## config.mk

```make
export PLATFORM = sky130hd
export DESIGN_NAME = pakin_io
export DESIGN_NICKNAME = d
export VERILOG_FILES = /design/src/rtl/pakin_io.sv
export SDC_FILE = /design/constraint.sdc
export NUM_CORES = 1
export LEC_CHECK = 0
export CORE_MARGIN = 5
export CORE_UTILIZATION = 30
export CTS_CLUSTER_SIZE = 30
export DETAILED_ROUTE_END_ITERATION = 8
export PLACE_DENSITY = 0.52
export SLEW_MARGIN = 10
export SYNTH_ARGS = -nofsm -noshare
export SYNTH_HDL_FRONTEND = slang
export SYNTH_SLANG_ARGS = --single-unit
export TNS_END_PERCENT = 50
```

## constraint.sdc

```tcl
create_clock -name i_clk -period 3.5 [get_ports i_clk]
set_clock_uncertainty 0.1 [all_clocks]
set_input_delay 0.7 -clock i_clk [delete_from_list [all_inputs] [get_ports i_clk]]
set_output_delay 0.7 -clock i_clk [all_outputs]
set_load 0.02 [all_outputs]
```

## src/rtl/pakin_io.sv

```systemverilog
// rtl/pakin_io.sv - 4-phase packet receiver with sequence and integrity checking
`ifndef NS_ADDRESS_SIZE
`define NS_ADDRESS_SIZE 4
`endif
`ifndef NS_DATA_SIZE
`define NS_DATA_SIZE 8
`endif
`ifndef NS_REDUN_SIZE
`define NS_REDUN_SIZE 4
`endif

module pakin_io #(
    parameter int MIN_ADDR = 1,
    parameter int MAX_ADDR = 3,
    parameter int ASZ      = `NS_ADDRESS_SIZE,
    parameter int DSZ      = `NS_DATA_SIZE,
    parameter int RSZ      = `NS_REDUN_SIZE,
    parameter int EXP_SRC  = 3,
    parameter int EXP_RED  = 15,
    parameter int EXP_DAT0 = 5,
    parameter int EXP_DST0 = 2
) (
    input  logic           i_clk,
    input  logic           i_rst,
    input  logic [ASZ-1:0] i0_src,
    input  logic [ASZ-1:0] i0_dst,
    input  logic [DSZ-1:0] i0_dat,
    input  logic [RSZ-1:0] i0_red,
    input  logic           i0_req,
    output logic           i0_ack,
    input  logic           i_hold,
    output logic           o_rcv_vld,
    output logic [DSZ-1:0] o_last_dat,
    output logic [15:0]    o_pkt_cnt,
    output logic [7:0]     o_err_cnt,
    output logic           o_err,
    output logic           dbg_busy
);

    localparam logic [0:0] S_IDLE = 1'b0;
    localparam logic [0:0] S_ACK  = 1'b1;

    localparam logic [ASZ-1:0] MIN_A  = ASZ'(MIN_ADDR);
    localparam logic [ASZ-1:0] MAX_A  = ASZ'(MAX_ADDR);
    localparam logic [ASZ-1:0] SRC_A  = ASZ'(EXP_SRC);
    localparam logic [ASZ-1:0] DST_0  = ASZ'(EXP_DST0);
    localparam logic [RSZ-1:0] RED_V  = RSZ'(EXP_RED);
    localparam logic [3:0]     NIB_0  = 4'(EXP_DAT0);

    logic [0:0]     state;
    logic [ASZ-1:0] exp_dst;
    logic [3:0]     exp_nib;
    logic           accept;
    logic           dst_ok;
    logic           pkt_bad;
    logic [ASZ-1:0] next_dst;

    assign i0_ack   = (state == S_ACK);
    assign dbg_busy = i0_ack;

    // Acceptance only from IDLE, so one packet per 4-phase handshake.
    assign accept   = (state == S_IDLE) && i0_req && !i_hold;
    assign dst_ok   = (i0_dst >= MIN_A) && (i0_dst <= MAX_A) && (i0_dst == exp_dst);
    assign pkt_bad  = (i0_src != SRC_A) || !dst_ok || (i0_red != RED_V) ||
                      (i0_dat[3:0] != exp_nib);
    assign next_dst = (exp_dst == MAX_A) ? MIN_A : exp_dst + 1'b1;

    always_ff @(posedge i_clk) begin
        if (i_rst) begin
            state      <= S_IDLE;
            o_rcv_vld  <= 1'b0;
            o_last_dat <= '0;
            o_pkt_cnt  <= '0;
            o_err_cnt  <= '0;
            o_err      <= 1'b0;
            exp_dst    <= DST_0;
            exp_nib    <= NIB_0;
        end else begin
            o_rcv_vld <= accept;
            case (state)
                S_IDLE: if (accept) state <= S_ACK;
                default: if (!i0_req) state <= S_IDLE;
            endcase
            if (accept) begin
                o_last_dat <= i0_dat;
                // Resync the nibble to what arrived so a lost packet costs one error.
                exp_nib    <= i0_dat[3:0] + 4'd1;
                exp_dst    <= next_dst;
                if (o_pkt_cnt != 16'hFFFF)
                    o_pkt_cnt <= o_pkt_cnt + 16'd1;
                if (pkt_bad) begin
                    o_err <= 1'b1;
                    if (o_err_cnt != 8'hFF)
                        o_err_cnt <= o_err_cnt + 8'd1;
                end
            end
        end
    end

endmodule

```

; After elaboration in Yosys (flattened, before gate mapping)
; Index checks and enable logic that the tools add are counted.
[word_totals]
ramBits = 0
register_bits = 43
latchBits = 0
romBits = 0
n_memories = 0
out_inout_bits = 36
elab_cells = 38
inputBits = 24
[op_classes]
add_sub_neg = 4
muxes = 4
div_mod_pow = 0
reduce_logical = 12
eq_ne = 7
n_shift = 0
mul = 0
order_cmp = 2
n_bitwise = 1
[op_table]
columns = operator, count
row1 = adder 16 x 1 -> 16 bit (second input constant), 1
row2 = inequality test 16 bit (second input constant), 1
row3 = adder 4 x 1 -> 4 bit (second input constant), 2
row4 = adder 8 x 1 -> 8 bit (second input constant), 1
row5 = inequality test 8 bit (second input constant), 1
row6 = equality test 4 x 2 -> 1 bit (second input constant), 1
row7 = equality test 4 bit, 1
row8 = greater-or-equal comparator 4 x 1 -> 1 bit (second input constant), 1
row9 = <= comparator 4 x 2 -> 1 bit (second input constant), 1
row10 = logical AND 1 bit, 4
row11 = two-way mux 4 bit, 1
row12 = inequality test 4 x 2 -> 1 bit (second input constant), 1
row13 = inequality test 4 bit, 1
row14 = inequality test 4 bit (second input constant), 1
row15 = AND reduction 2 bit, 2
row16 = logical OR 1 bit, 3
row17 = two-way mux 1 bit, 3
row18 = AND reduction 3 bit, 1
row19 = zero test 1 bit, 2
row20 = inverter 1 bit, 1

; Logic depth before layout (Yosys ltp)
; Gate-level depths: netlist of the first run.
[depth]
word_depth = 8
ltp_mapped = 7
mapped_depth_nobuf = 6

; Least setup slack after synthesis of the first run
; No wires, ideal clock.
[synth_timing]
path_type = input to register
startpoint = in i0_src[3]
endpoint = reg o_err_cnt[6]
n_path_buf = 1
arrival_ns = 1.867
setup_time_ns = 0.130
path_slack_ns = 1.403
path_stages = 6
required_time_ns = 3.270
cell_sequence = nor4b_2 -> o221ai_2 -> nor4b_4 -> buf_6 -> o21bai_1 -> nor3b_2
[synth_between]
elab_chain_cells = 5
[synth_lines]
columns = item, line_no
row1 = start: declaration, 25  ; input logic [ASZ-1:0] i0_src,
row2 = inequality test 4 x 2 -> 1 bit, 64  ; assign pkt_bad = (i0_src != SRC_A) || !dst_ok || (i0_red != RED_V) ||
row3 = logical OR 1 bit (3 in a row), 64
row4 = AND reduction 3 bit (no source line), --
row5 = end signal: assignment, 94  ; o_err_cnt <= o_err_cnt + 8'd1;
row6 = end: declaration, 35  ; output logic [7:0] o_err_cnt,
; No other way between the ends.
; A chain may end at the register's enable or synchronous reset.

; Worst setup path after layout of the first run
[layout_timing]
startpoint = in i0_src[3]
endpoint = reg o_err_cnt[3]
; Same word-level chain as after synthesis.

==> metrics.txt, run 1 <==
share of synthesized registers carrying an async set or reset 0%; I/O pin cnt 60; HP Class reg -> reg; Initial Utilization 31.3%; post-synthesis cell type count 52; Final setup viols 0; Mapped Avg Cell Area 9.15 um2; DR pass1 iterations 4; FP Rows 30; fmax 385 MHz; # diodes 0; first-pass GRT wire length 8520 um; CTS sink cnt 43; vias in the first global route 1803; CTS tree done; largest net degree at the start of global routing 44; Post-CTS Setup Repair Bufs 0; layout cells sized above 1 10.9%; synthesized flop and latch total 43; Resize count post-CTS 0; pre-CTS WS 590 ps; Die W 94.6 um; Netlist Area Pre-Place 2150 um2; core area 6870 um2; Primary FF master, synth dfxtp_1; number of routed nets with antenna violations 0; CTS max path bufs 2; GRT overflow 0; WL/cell 13.4 um; Post-synth top cells dfxtp_1, nand2_1, nor2_1; Critical Path Start Type input port; H-Tree Depth 2; Slew @ Worst Pin 807 ps; CTS Hold Bufs 0; clock root cell clkbuf_8; DP HPWL 3680 um; Clock transition at path regs 90 ps; Peak VDD IR 0.110 mV; DR DRC count 0; top cell type's share of synthesized area 40.0%; Setup Crit Path Kind in -> reg; Final Critical Period 2600 ps; synth warn 0; count leader, synth dfxtp_1; Synth area leaders dfxtp_1, xnor2_1, nand2_1, nor2_1, a21oi_1; nets@finish 320; RSZ-0062 raised after global routing no; max-cap viol count 0; Post-Route WL 5220 um; Setup TNS Final 0 ps; Max FO, Critical Path 16; RD Place Congestion 0.723; Post-synth EDFFs 0; status finished, final reports clean; Post-Syn Nets 263; initial antenna violation count 0; worst relative slew slack 45.8%; Overall Global Routing Usage 11.9%; Pleak 0.958 nW; cells after synthesis 235; final hold violations 0; Critical Path AT 2660 ps; Final period util 74.3%; PD cells 330 nW/um2; Worst EP required 3560 ps; PortBufs 59; CTS buffer count 5; worst-skew pair later-pin latency 300 ps; Syn-to-layout area delta 35.3%; fillers 701; crit end category flip-flop; via count of the routed design 1883; total die area 8960 um2; First DRT Iteration DRCs 54; sequential cell area fraction in the yosys report 40.0%; leading area contributor after synthesis dfxtp_1; setup slack after layout 901 ps; Die Y 94.6 um; DR vias/cell 4.84; Slew Limit Fails 0
==> through the flow <==
step	cells	hold slack, ps	util (%)	area, um2	total power, W
finish	389	356	42.3	2910	0.000960
global route	389	382	42.3	2910	0.00101
CTS	389	360	42.3	2910	0.000979
detailed placement	381	346	41.0	2820	0.000644
global placement	381	343	41.0	2820	0.000643
floorplan	235	350	-	2150	0.000584
==> cells by family (layout without fill, tap and decap cells) <==
| group | count (synthesis) | in the layout | share of synthesized area, % |
|---|---|---|---|
| DFF | 43 | 43 | 40.0 |
| xor gates and xnor gates | 18 | 18 | 7.33 |
| AOI/OAI and AO/OA | 51 | 51 | 17.7 |
| muxes | 1 | 1 | 0.466 |
| and+or+nand+nor | 97 | 97 | 27.2 |
| adders and majority gates | 4 | 4 | 2.33 |
| buffers and inverters | 21 | 79 | 4.89 |
==> report_power, final <==
group	leakage, nW	switching (W)	total, W	internal (W)
Combinational	0.568	0.0000586	0.000120	0.0000611
Clock	0.0408	0.000186	0.000329	0.000143
Sequential	0.349	0.00000966	0.000511	0.000501
Total	0.958	0.000254	0.000960	0.000705
==> critical path, stage by stage <==
cell and delay, ps:
clkdlybuf4s50_1 410, nor4b_2 330, o221ai_2 160, nor4b_4 670
buf_4 220, or3_1 100, a21oi_1 60
==> layer usage <==
metal | vias up | global-route usage [%] | part of all wire, %
met5 | - | 0 | 0
met4 | 0 | 2.88 | 0.98
met3 | 5 | 3.43 | 6.4
met2 | 45 | 19.6 | 46
met1 | 877 | 15.2 | 47
li1 | 956 | - | -
==> final timing paths <==
check	end	from	slack (ps)	cells past startpoint
max	o_err_cnt[3]$_SDFFE_PP0P_	i0_src[3]	900	7
min reg2reg	o_last_dat[4]$_SDFFE_PP0P_	o_last_dat[4]$_SDFFE_PP0P_	360	2
max reg2reg	o_pkt_cnt[1]$_SDFFE_PP0P_	o_pkt_cnt[0]$_SDFFE_PP0P_	1280	6
min	o_last_dat[4]$_SDFFE_PP0P_	o_last_dat[4]$_SDFFE_PP0P_	360	2
==> area by class of cell <==
| cell class | count | area [um2] | area share [%] |
|---|---|---|---|
| clock buffers | 5 | 68.8 | 2.37 |
| clock inverters | 3 | 23.8 | 0.818 |
| inverters | 8 | 30.0 | 1.03 |
| multi-input cells | 171 | 1180 | 40.7 |
| flip-flops and latches | 43 | 861 | 29.6 |
| well taps | 96 | 120 | 4.13 |
| repair buffers | 63 | 621 | 21.3 |
==> flip-flops by register name, summed over array words and instances, names as in the netlist <==
name / flops
o_err: 1
o_rcv_vld: 1
exp_nib: 4
dbg_busy: 1
o_pkt_cnt: 16
exp_dst: 4
o_err_cnt: 8
o_last_dat: 8
==> cells in the final DEF, fill, tap and decap left out, types with 5 or more instances in the layout <==
| cell | synthesis | final |
|---|---|---|
| a211oi_1 | 8 | 8 |
| a21oi_1 | 15 | 15 |
| and3_1 | 5 | 5 |
| clkbuf_8 | 0 | 5 |
| clkdlybuf4s50_1 | 0 | 59 |
| dfxtp_1 | 43 | 43 |
| inv_1 | 8 | 8 |
| nand2_1 | 25 | 25 |
| nand3_1 | 9 | 9 |
| nor2_1 | 24 | 24 |
| xnor2_1 | 15 | 15 |
Note: power is estimated with default switching activity, not from simulation.
==> run 2: changes to the inputs <==
==> constraint.sdc (replaced) <==
create_clock -name i_clk -period 2.7 [get_ports i_clk]
set_clock_uncertainty 0.1 [all_clocks]
set_input_delay 0.54 -clock i_clk [delete_from_list [all_inputs] [get_ports i_clk]]
set_output_delay 0.54 -clock i_clk [all_outputs]
set_load 0.02 [all_outputs]
==> run 2 against run 1 <==
Against the previous run:
- sequential share of layout area fell by 0.59 points
- routed wire length fell by 0.92%
- critical endpoint is now o_err_cnt[6]$_SDFFE_PP0P_
- cell count rose by 0.51%
- non-clock buffer count rose by 2
- critical path depth did not move
- combinational power rose by 29%
- final area rose by 2.0%
- global-route usage rose by 0.27 points
- core utilization rose by 0.86 points
- power rose by 48%
- highest routed layer unchanged
- largest cell class unchanged
- worst hold slack improved by 1.3 ps
- clock power rose by 82%
==> metrics.txt, run 2 (synthesis results as in run 1) <==
CTS buffer count 5; Peak VDD IR 0.196 mV; Slew @ Worst Pin 711 ps; max reg flops 16; fin util 43.2%; most frequent cells in the layout clkdlybuf4s50_1, dfxtp_1, nand2_1; H-Tree Depth 2; Post-CTS Setup Repair Bufs 0; leading cell type in the layout, fill and taps excluded clkdlybuf4s50_1; final cell count without fillers 391; Min Hold Slack 357 ps; layout cells sized above 1 11.5%; Register-to-Register Path Depth 7; hold path depth 2; Inst Count DP 383; RSZ-0062 raised after global routing no; Clock transition at path regs 90 ps; sequential cell area 861 um2; Setup Crit Path Kind in -> reg; Resize count post-CTS 0; Final setup viols 0; core area 6870 um2; Final Critical Period 2160 ps; GRT overflow 0; RR Endpoint o_pkt_cnt[15]$_SDFFE_PP0P_; PD cells 478 nW/um2; Largest Register o_pkt_cnt; Initial Utilization 31.3%; Die W 94.6 um; multi-input combinational cell area 1180 um2; Pleak 0.993 nW; Setup TNS Final 0 ps; r2r setup slk 560 ps; first-pass GRT wire length 8780 um; WL/cell 13.2 um; worst-skew pair later-pin latency 290 ps; DR pass1 iterations 4; fillers 707; CTS max path bufs 2; # diodes 0; Slew Limit Fails 0; Critical Path Start Type input port; worst relative slew slack 52.3%; PortBufs 59; final hold violations 0; hold path start o_last_dat[2]$_SDFFE_PP0P_; CTS tree done; via count of the routed design 1889; hold worst-path end o_last_dat[2]$_SDFFE_PP0P_; largest net degree at the start of global routing 44; CTS Hold Bufs 0; Reg2Reg Launch Point o_pkt_cnt[0]$_SDFFE_PP0P_; Post-Route WL 5170 um; total die area 8960 um2; Final period util 79.8%; setup slack after layout 545 ps; DR DRC count 0; DP HPWL 3610 um; Overall Global Routing Usage 12.1%; vias in the first global route 1799; RD Place Congestion 0.762; crit end category flip-flop; CTS sink cnt 43; Max FO, Critical Path 17; Worst EP required 2770 ps; number of routed nets with antenna violations 0; Die Y 94.6 um; I/O pin cnt 60; max-cap viol count 0; pre-CTS WS 252 ps; Critical Path AT 2230 ps; First DRT Iteration DRCs 80; status finished, final reports clean; DR vias/cell 4.83; clock root cell clkbuf_8; Syn-to-layout area delta 38.0%; HP Class reg -> reg; fmax 464 MHz; FP Rows 30; nets@finish 322; initial antenna violation count 0; Largest regs o_pkt_cnt: 16 flops, o_err_cnt: 8 flops, o_last_dat: 8 flops
==> run 2: cell count changes in the layout (fill, tap and decap cells not counted), sizes merged <==
cell | before | now
bufinv | 0 | 2
buf | 4 | 6
clkinvlp | 2 | 1
inv | 9 | 8
==> run 2: critical path: stages <==
cell	delay, ps
clkdlybuf4s50_1	410
nor4b_2	360
o221ai_2	170
nor4b_4	270
buf_4	240
o21bai_1	90
nor3b_2	150
==> run 2: metal layers <==
layer	vias to the layer above	GRT usage (%)	wire length, um
met1	880	16.1	2440
met5	-	0	0
met4	0	2.88	44
met3	4	3.82	370
met2	44	19.1	2310
li1	961	-	-
==> run 2: worst max path at each step <==
stage                                    startpoint                         end
after global routing      o_pkt_cnt[0]$_SDFFE_PP0P_  o_pkt_cnt[15]$_SDFFE_PP0P_
after detailed placement                  i0_src[3]   o_err_cnt[6]$_SDFFE_PP0P_
after floorplan           o_pkt_cnt[0]$_SDFFE_PP0P_   o_pkt_cnt[1]$_SDFFE_PP0P_
after global placement                    i0_src[3]   o_err_cnt[6]$_SDFFE_PP0P_
final                                     i0_src[3]   o_err_cnt[6]$_SDFFE_PP0P_
after CTS                 o_pkt_cnt[0]$_SDFFE_PP0P_  o_pkt_cnt[15]$_SDFFE_PP0P_
==> run 2: final cells by class <==
class                      instances  area share (%)
timing repair buffer              65            21.4
inverter                           8            1.01
multi-input combinational        171            39.9
clock inverter                     3            2.28
tap                               96            4.05
sequential                        43            29.0
clock buffer                       5            2.32
==> run 2: metrics by stage <==
| step | total power (W) | cell area [um2] |
|---|---|---|
| detailed placement | 0.000835 | 2830 |
| floorplan | 0.000757 | 2150 |
| global route | 0.00148 | 2970 |
| global placement | 0.000834 | 2830 |
| finish | 0.00142 | 2970 |
| CTS | 0.00145 | 2970 |
==> run 2: report_power, final <==
part / leakage [nW] / internal, W / switching, W
Clock: 0.0644 / 0.000369 / 0.000231
Sequential: 0.349 / 0.000650 / 0.0000126
Combinational: 0.579 / 0.0000790 / 0.0000757
==> variant 1: new RTL, flow settings as in run 1 <==
Change the macro `NS_DATA_SIZE` from 8 to 16.
--- a/src/rtl/pakin_io.sv
+++ b/src/rtl/pakin_io.sv
@@ -3,7 +3,7 @@
 `define NS_ADDRESS_SIZE 4
 `endif
 `ifndef NS_DATA_SIZE
-`define NS_DATA_SIZE 8
+`define NS_DATA_SIZE 16
 `endif
 `ifndef NS_REDUN_SIZE
 `define NS_REDUN_SIZE 4
Interface: changed (resized i0_dat and o_last_dat); port bits go from 60 to 76. No check against the original RTL was run, so the function may have changed too.
==> variant 1 against run 1 <==
- sequential share of layout area is 1.5 points higher
- global-route usage is 0.56 points higher
- worst setup slack worse by 53 ps
- sequential cell count is 8 higher
- power is 19% higher
- routed wire length is 13% higher
- synthesized area is 8.1% higher
- design area is 13% higher
- critical endpoint is now o_err_cnt[5]$_SDFFE_PP0P_
- largest power group unchanged
==> variant 1: results (changes against run 1) <==
- Root Buffer Master: clkbuf_8
- Hold EP: o_last_dat[10]$_SDFFE_PP0P_
- Initial antenna violation count: 0 (unchanged)
- Wire per inst: 13.1 microns (-2.4%)
- Clk slew on worst S/H paths: 90 ps (about the same)
- Max IR drop VDD: 0.218 mV (+98%)
- Async set-reset flop share out of synthesis: 0% (unchanged)
- Number of CTS-inserted buffers: 5 (unchanged)
- HP Class: reg2reg
- Top cells by area, synth: dfxtp_1 (44%), nand2_1 (6.9%), nor2_1 (5.5%), xnor2_1 (4.9%), a21oi_1 (4.7%)
- Synth unique cells: 40 (-23%)
- Post-synth top cells: dfxtp_1 (51), nand2_1 (43), nor2_1 (34), a21oi_1 (22), xnor2_1 (13)
- Nets: 384 (+20%)
- Core area: 0.00765 sq mm (+11%)
- XOR/XNOR Fraction of Synth Area: 7.16% (-0.18 points)
- Placed Cells: 443 (+16%)
- Worst reg2reg path startpoint: dbg_busy$_SDFF_PP0_
- GRT Total Usage: 12.4% (+0.56 points)
- H-tree levels: 2 (unchanged)
- Final WL: 5900 microns (+13%)
- First-pass GRT wire length: 9900 microns (+16%)
- Largest regs: o_last_dat (16), o_pkt_cnt (16), o_err_cnt (8)
- Filler Cells Inserted: 786 (+12%)
- Global placement routability congestion: 0.790 (+9.2%)
- Complex-gate fraction of the synthesized area: 9.10% (-8.6 points)
- Pin count of the biggest net entering global routing: 60 (+36%)
- Slew @ Worst Pin: 1080 ps (+272 ps)
- Status: finished, final reports clean
- Seq/Total Area, Yosys: 43.9% (+3.9 points)
- Hold Path Depth: 2 (unchanged)
- Vias in the first global route: 2023 (+12%)
- Post-CTS sizing: 0 (unchanged)
- Ant diodes: 0 (unchanged)
- Crit-path max FO: 8 (-8)
- Iter 0 DRT Violations: 68 (+26%)
- Crit path DAT: 2750 ps (+90 ps)
- Min-delay src: o_last_dat[10]$_SDFFE_PP0P_
- Worst Reg-to-Reg Cells: 4 (-2)
- Setup Buffers After CTS: 0 (unchanged)
- Synth warnings: 0 (unchanged)
- Post-detail-place hpwl: 4300 microns (+17%)
- R2r endpoint: o_err_cnt[5]$_SDFFE_PP0P_
- # port buffers: 75 (+27%)
- R2r setup slk: 1340 ps (+60 ps)
- Max Root-Sink Buffers: 2 (unchanged)
- Clk_lat worst skew: 300 ps (about the same)
- Post-Synth Adder-Cell Area: 2.15% (-0.18 points)
- Leakage power: 1.12 nW (+16%)
- Vias/cell: 4.77 (-1.5%)
- Placement Setup Slack: 493 ps (-96.3 ps)
- Post-synthesis mux area share: 3.34% (+2.9 points)
- Syn Nets: 310 (+18%)
- Share of post-route cells with drive strength above 1: 6.88% (-4.0 points)
- Syn avg cell area: 8.48 sq um (-7.2%)
- Hold slack: 355 ps (-0.237 ps)
- Initial DRT Pass Iterations: 4 (unchanged)
- Area after DPL: 0.00319 sq mm (+13%)
## variant 1: layout make-up
| class | count | area [sq um] | area share (%) |
|---|---|---|---|
| multi-input combinational | 206 | 1240 | 37.7 |
| sequential | 51 | 1020 | 31.1 |
| timing repair buffer | 80 | 783 | 23.8 |
| tap | 102 | 128 | 3.88 |
| inverter | 4 | 15.0 | 0.457 |
| clock buffer | 8 | 100 | 3.05 |
## variant 1: critical path, cell delays in order
cell and delay [ps]:
clkdlybuf4s50_1 480, or3b_1 510, a41o_1 340, nor4_1 340, mux2_2 370
## variant 1: worst max-delay path by stage
stage | startpoint | to | slack, ps | cells past startpoint
6_report | i0_req | o_err_cnt[5]$_SDFFE_PP0P_ | 850 | 5
3_3_place_gp | i0_req | o_err_cnt[5]$_SDFFE_PP0P_ | 550 | 5
2_1_floorplan | i_hold | o_err_cnt[5]$_SDFFE_PP0P_ | 1220 | 5
4_1_cts | i0_src[2] | o_err_cnt[0]$_SDFFE_PP0P_ | 820 | 6
3_5_place_dp | i0_src[2] | o_err_cnt[0]$_SDFFE_PP0P_ | 490 | 6
5_1_grt | i0_src[2] | o_err_cnt[0]$_SDFFE_PP0P_ | 730 | 6
## variant 1: routing by layer
metal  GRT usage (%)  share of wire, %
met4            2.56              0.86
met1            15.9                47
met5               0                 0
met3            5.29               7.7
met2            19.6                44
## variant 1: power breakdown
part / internal (W) / switching (W) / total [W] / leakage, nW
combinational: 0.0000808 / 0.0000744 / 0.000155 / 0.649
clock: 0.000181 / 0.000191 / 0.000372 / 0.0515
sequential: 0.000598 / 0.0000136 / 0.000611 / 0.415
total: 0.000859 / 0.000279 / 0.00114 / 1.12
==> variant 2: new RTL, settings of run 1 <==
Made on the original files. Make the reset (`i_rst`) asynchronous in one clocked block.
--- a/src/rtl/pakin_io.sv
+++ b/src/rtl/pakin_io.sv
@@ -65,7 +65,7 @@
                       (i0_dat[3:0] != exp_nib);
     assign next_dst = (exp_dst == MAX_A) ? MIN_A : exp_dst + 1'b1;
 
-    always_ff @(posedge i_clk) begin
+    always_ff @(posedge i_clk or posedge i_rst) begin
         if (i_rst) begin
             state      <= S_IDLE;
             o_rcv_vld  <= 1'b0;
Behaviour: differs if i_rst is asserted again (counterexample within 4 cycles, from zero or initial values and one cycle with i_rst high); with i_rst held inactive, the same outputs for 10 cycles.
==> variant 2 against run 1 <==
- global-route usage grew 0.074 points
- register-to-register slack gained 190 ps
- worst setup slack gained 170 ps
- synthesized area shrank 3.3%
- sequential cell count is the same
- critical endpoint is now o_err_cnt[6]$_DFFE_PP0P_
- design area shrank 1.9%
- critical path depth shrank 1
- routed wire length shrank 11%
- hold slack gained 33 ps
- highest routed layer unchanged
Power is not compared: it rests on default switching activity, and its combinational part moved more than twofold at a synthesized area within 25%.
==> variant 2: results (changes against run 1) <==
- Initial DRT Pass Iterations: 4 (unchanged)
- Global placement routability congestion: 0.747 (+3.4%)
- Clk_lat worst skew: 290 ps
- CP top delay family: simple AND/OR/NAND/NOR gates
- Crit path DAT: 2500 ps (-160 ps)
- Max IR drop VDD: 0.175 mV
- GRT Total Usage: 11.9% (+0.074 points)
- Post-CTS sizing: 0 (unchanged)
- Worst path slowest cell: clkdlybuf4s50_1
- Vias in the first global route: 1718 (-4.7%)
- Async set-reset flop share out of synthesis: 100% (+100 points)
- Vias/cell: 4.75 (-2.0%)
- # port buffers: 59 (unchanged)
- Largest stage delay, worst path: 490 ps (-180 ps)
- Seq/Total Area, Yosys: 52.0% (+12 points)
- HP Class: reg2reg
- Nets: 301 (-5.9%)
- Synth unique cells: 35 (-33%)
- Post-detail-place hpwl: 3490 microns (-5.1%)
- Max Root-Sink Buffers: 2 (unchanged)
- First-pass GRT wire length: 8220 microns (-3.5%)
- Syn Nets: 236 (-10%)
- Top cells by area, synth: dfrtp_1 (48%), nand2_1 (9.6%), xnor2_1 (6.7%), dfstp_2 (3.8%), mux2_1 (3.8%)
- Number of CTS-inserted buffers: 5 (unchanged)
- Post-synth top cells: nand2_1 (53), dfrtp_1 (40), xnor2_1 (16), nor2_1 (12)
- Crit-path max FO: 8 (-8)
- Initial antenna violation count: 0 (unchanged)
- H-tree levels: 2 (unchanged)
- Clk slew on worst S/H paths: 80 ps
- Ant diodes: 0 (unchanged)
- Status: finished, final reports clean
- Largest regs: o_pkt_cnt (16), o_err_cnt (8), o_last_dat (8)
- Root Buffer Master: clkbuf_8
- Pin count of the biggest net entering global routing: 27 (-39%)
- Synth warnings: 0 (unchanged)
- Setup Buffers After CTS: 0 (unchanged)
- Slew @ Worst Pin: 901 ps (+94.0 ps)
- Leakage power: 1.24 nW
- Share of post-route cells with drive strength above 1: 6.20% (-4.7 points)
- Final WL: 4620 microns (-11%)
- Iter 0 DRT Violations: 91 (+69%)
variant 2: layout make-up:
cell class	instances	area, sq um
Fill cell	690	3900
Sequential cell	43	1080
Multi-Input combinational cell	155	957
Timing Repair Buffer	62	613
Tap cell	80	100
Clock buffer	8	80.1
Inverter	6	22.5
variant 2: final timing paths:
| check | startpoint | endpoint | slack [ps] | depth (start not counted) |
|---|---|---|---|---|
| worst min register to register | o_last_dat[1]$_DFFE_PP0P_ | o_last_dat[1]$_DFFE_PP0P_ | 390 | 2 |
| worst max register to register | exp_dst[1]$_DFFE_PP1P_ | o_err_cnt[6]$_DFFE_PP0P_ | 1470 | 5 |
| max in group asynchronous | i_rst | o_pkt_cnt[7]$_DFFE_PP0P_ | 1900 | 3 |
| worst max-delay path | i0_dst[1] | o_err_cnt[6]$_DFFE_PP0P_ | 1080 | 6 |
| min in group asynchronous | i_rst | o_last_dat[4]$_DFFE_PP0P_ | 690 | 2 |
| worst min-delay path | o_last_dat[1]$_DFFE_PP0P_ | o_last_dat[1]$_DFFE_PP0P_ | 390 | 2 |
variant 2: cells by family after synthesis:
logic type	count (synthesis)	share of synthesized area [%]
and+or+nand+nor	106	25.8
adders and majority gates	4	2.41
buffers and inverters	10	1.99
xor gates and xnor gates	21	8.85
muxes	8	4.33
DFF	43	52.0
AOI/OAI and AO/OA	16	4.64
variant 2: per-layer routing:
layer | GRT usage (%) | share of wire [%] | wire, microns | vias up
met5 | 0 | 0 | 0 | -
met4 | 4.52 | 1.2 | 56 | 0
met3 | 3.38 | 4.6 | 215 | 8
met2 | 18.5 | 48 | 2200 | 36
met1 | 15.8 | 46 | 2150 | 797
li1 | - | - | - | 839
variant 2: power by group:
| part | leakage [nW] | switching (W) | internal, W |
|---|---|---|---|
| combinational | 0.654 | 0.000244 | 0.000251 |
| sequential | 0.543 | 0.000119 | 0.000601 |
| clock | 0.0395 | 0.000164 | 0.000142 |
variant 2: worst register-to-register path, delay by kind of cell (launching register included):
family,cells,cell delay (ps)
multiplexers,1,320
AO/OA/AOI/OAI,1,110
flip-flops,1,570
AND/OR/NAND/NOR,3,820
variant 2: per-stage QoR:
step	std cells	area [sq um]	util [%]	worst slack [ps]	total power, W
final	354	2850	42.2	1080	0.00152
after floorplan	208	2080	-	1370	0.000982
after CTS	354	2850	42.2	1070	0.00155
after detailed placement	346	2770	41.0	736	0.00123
after global placement	346	2770	41.0	793	0.00123
after global routing	354	2850	42.2	939	0.00163
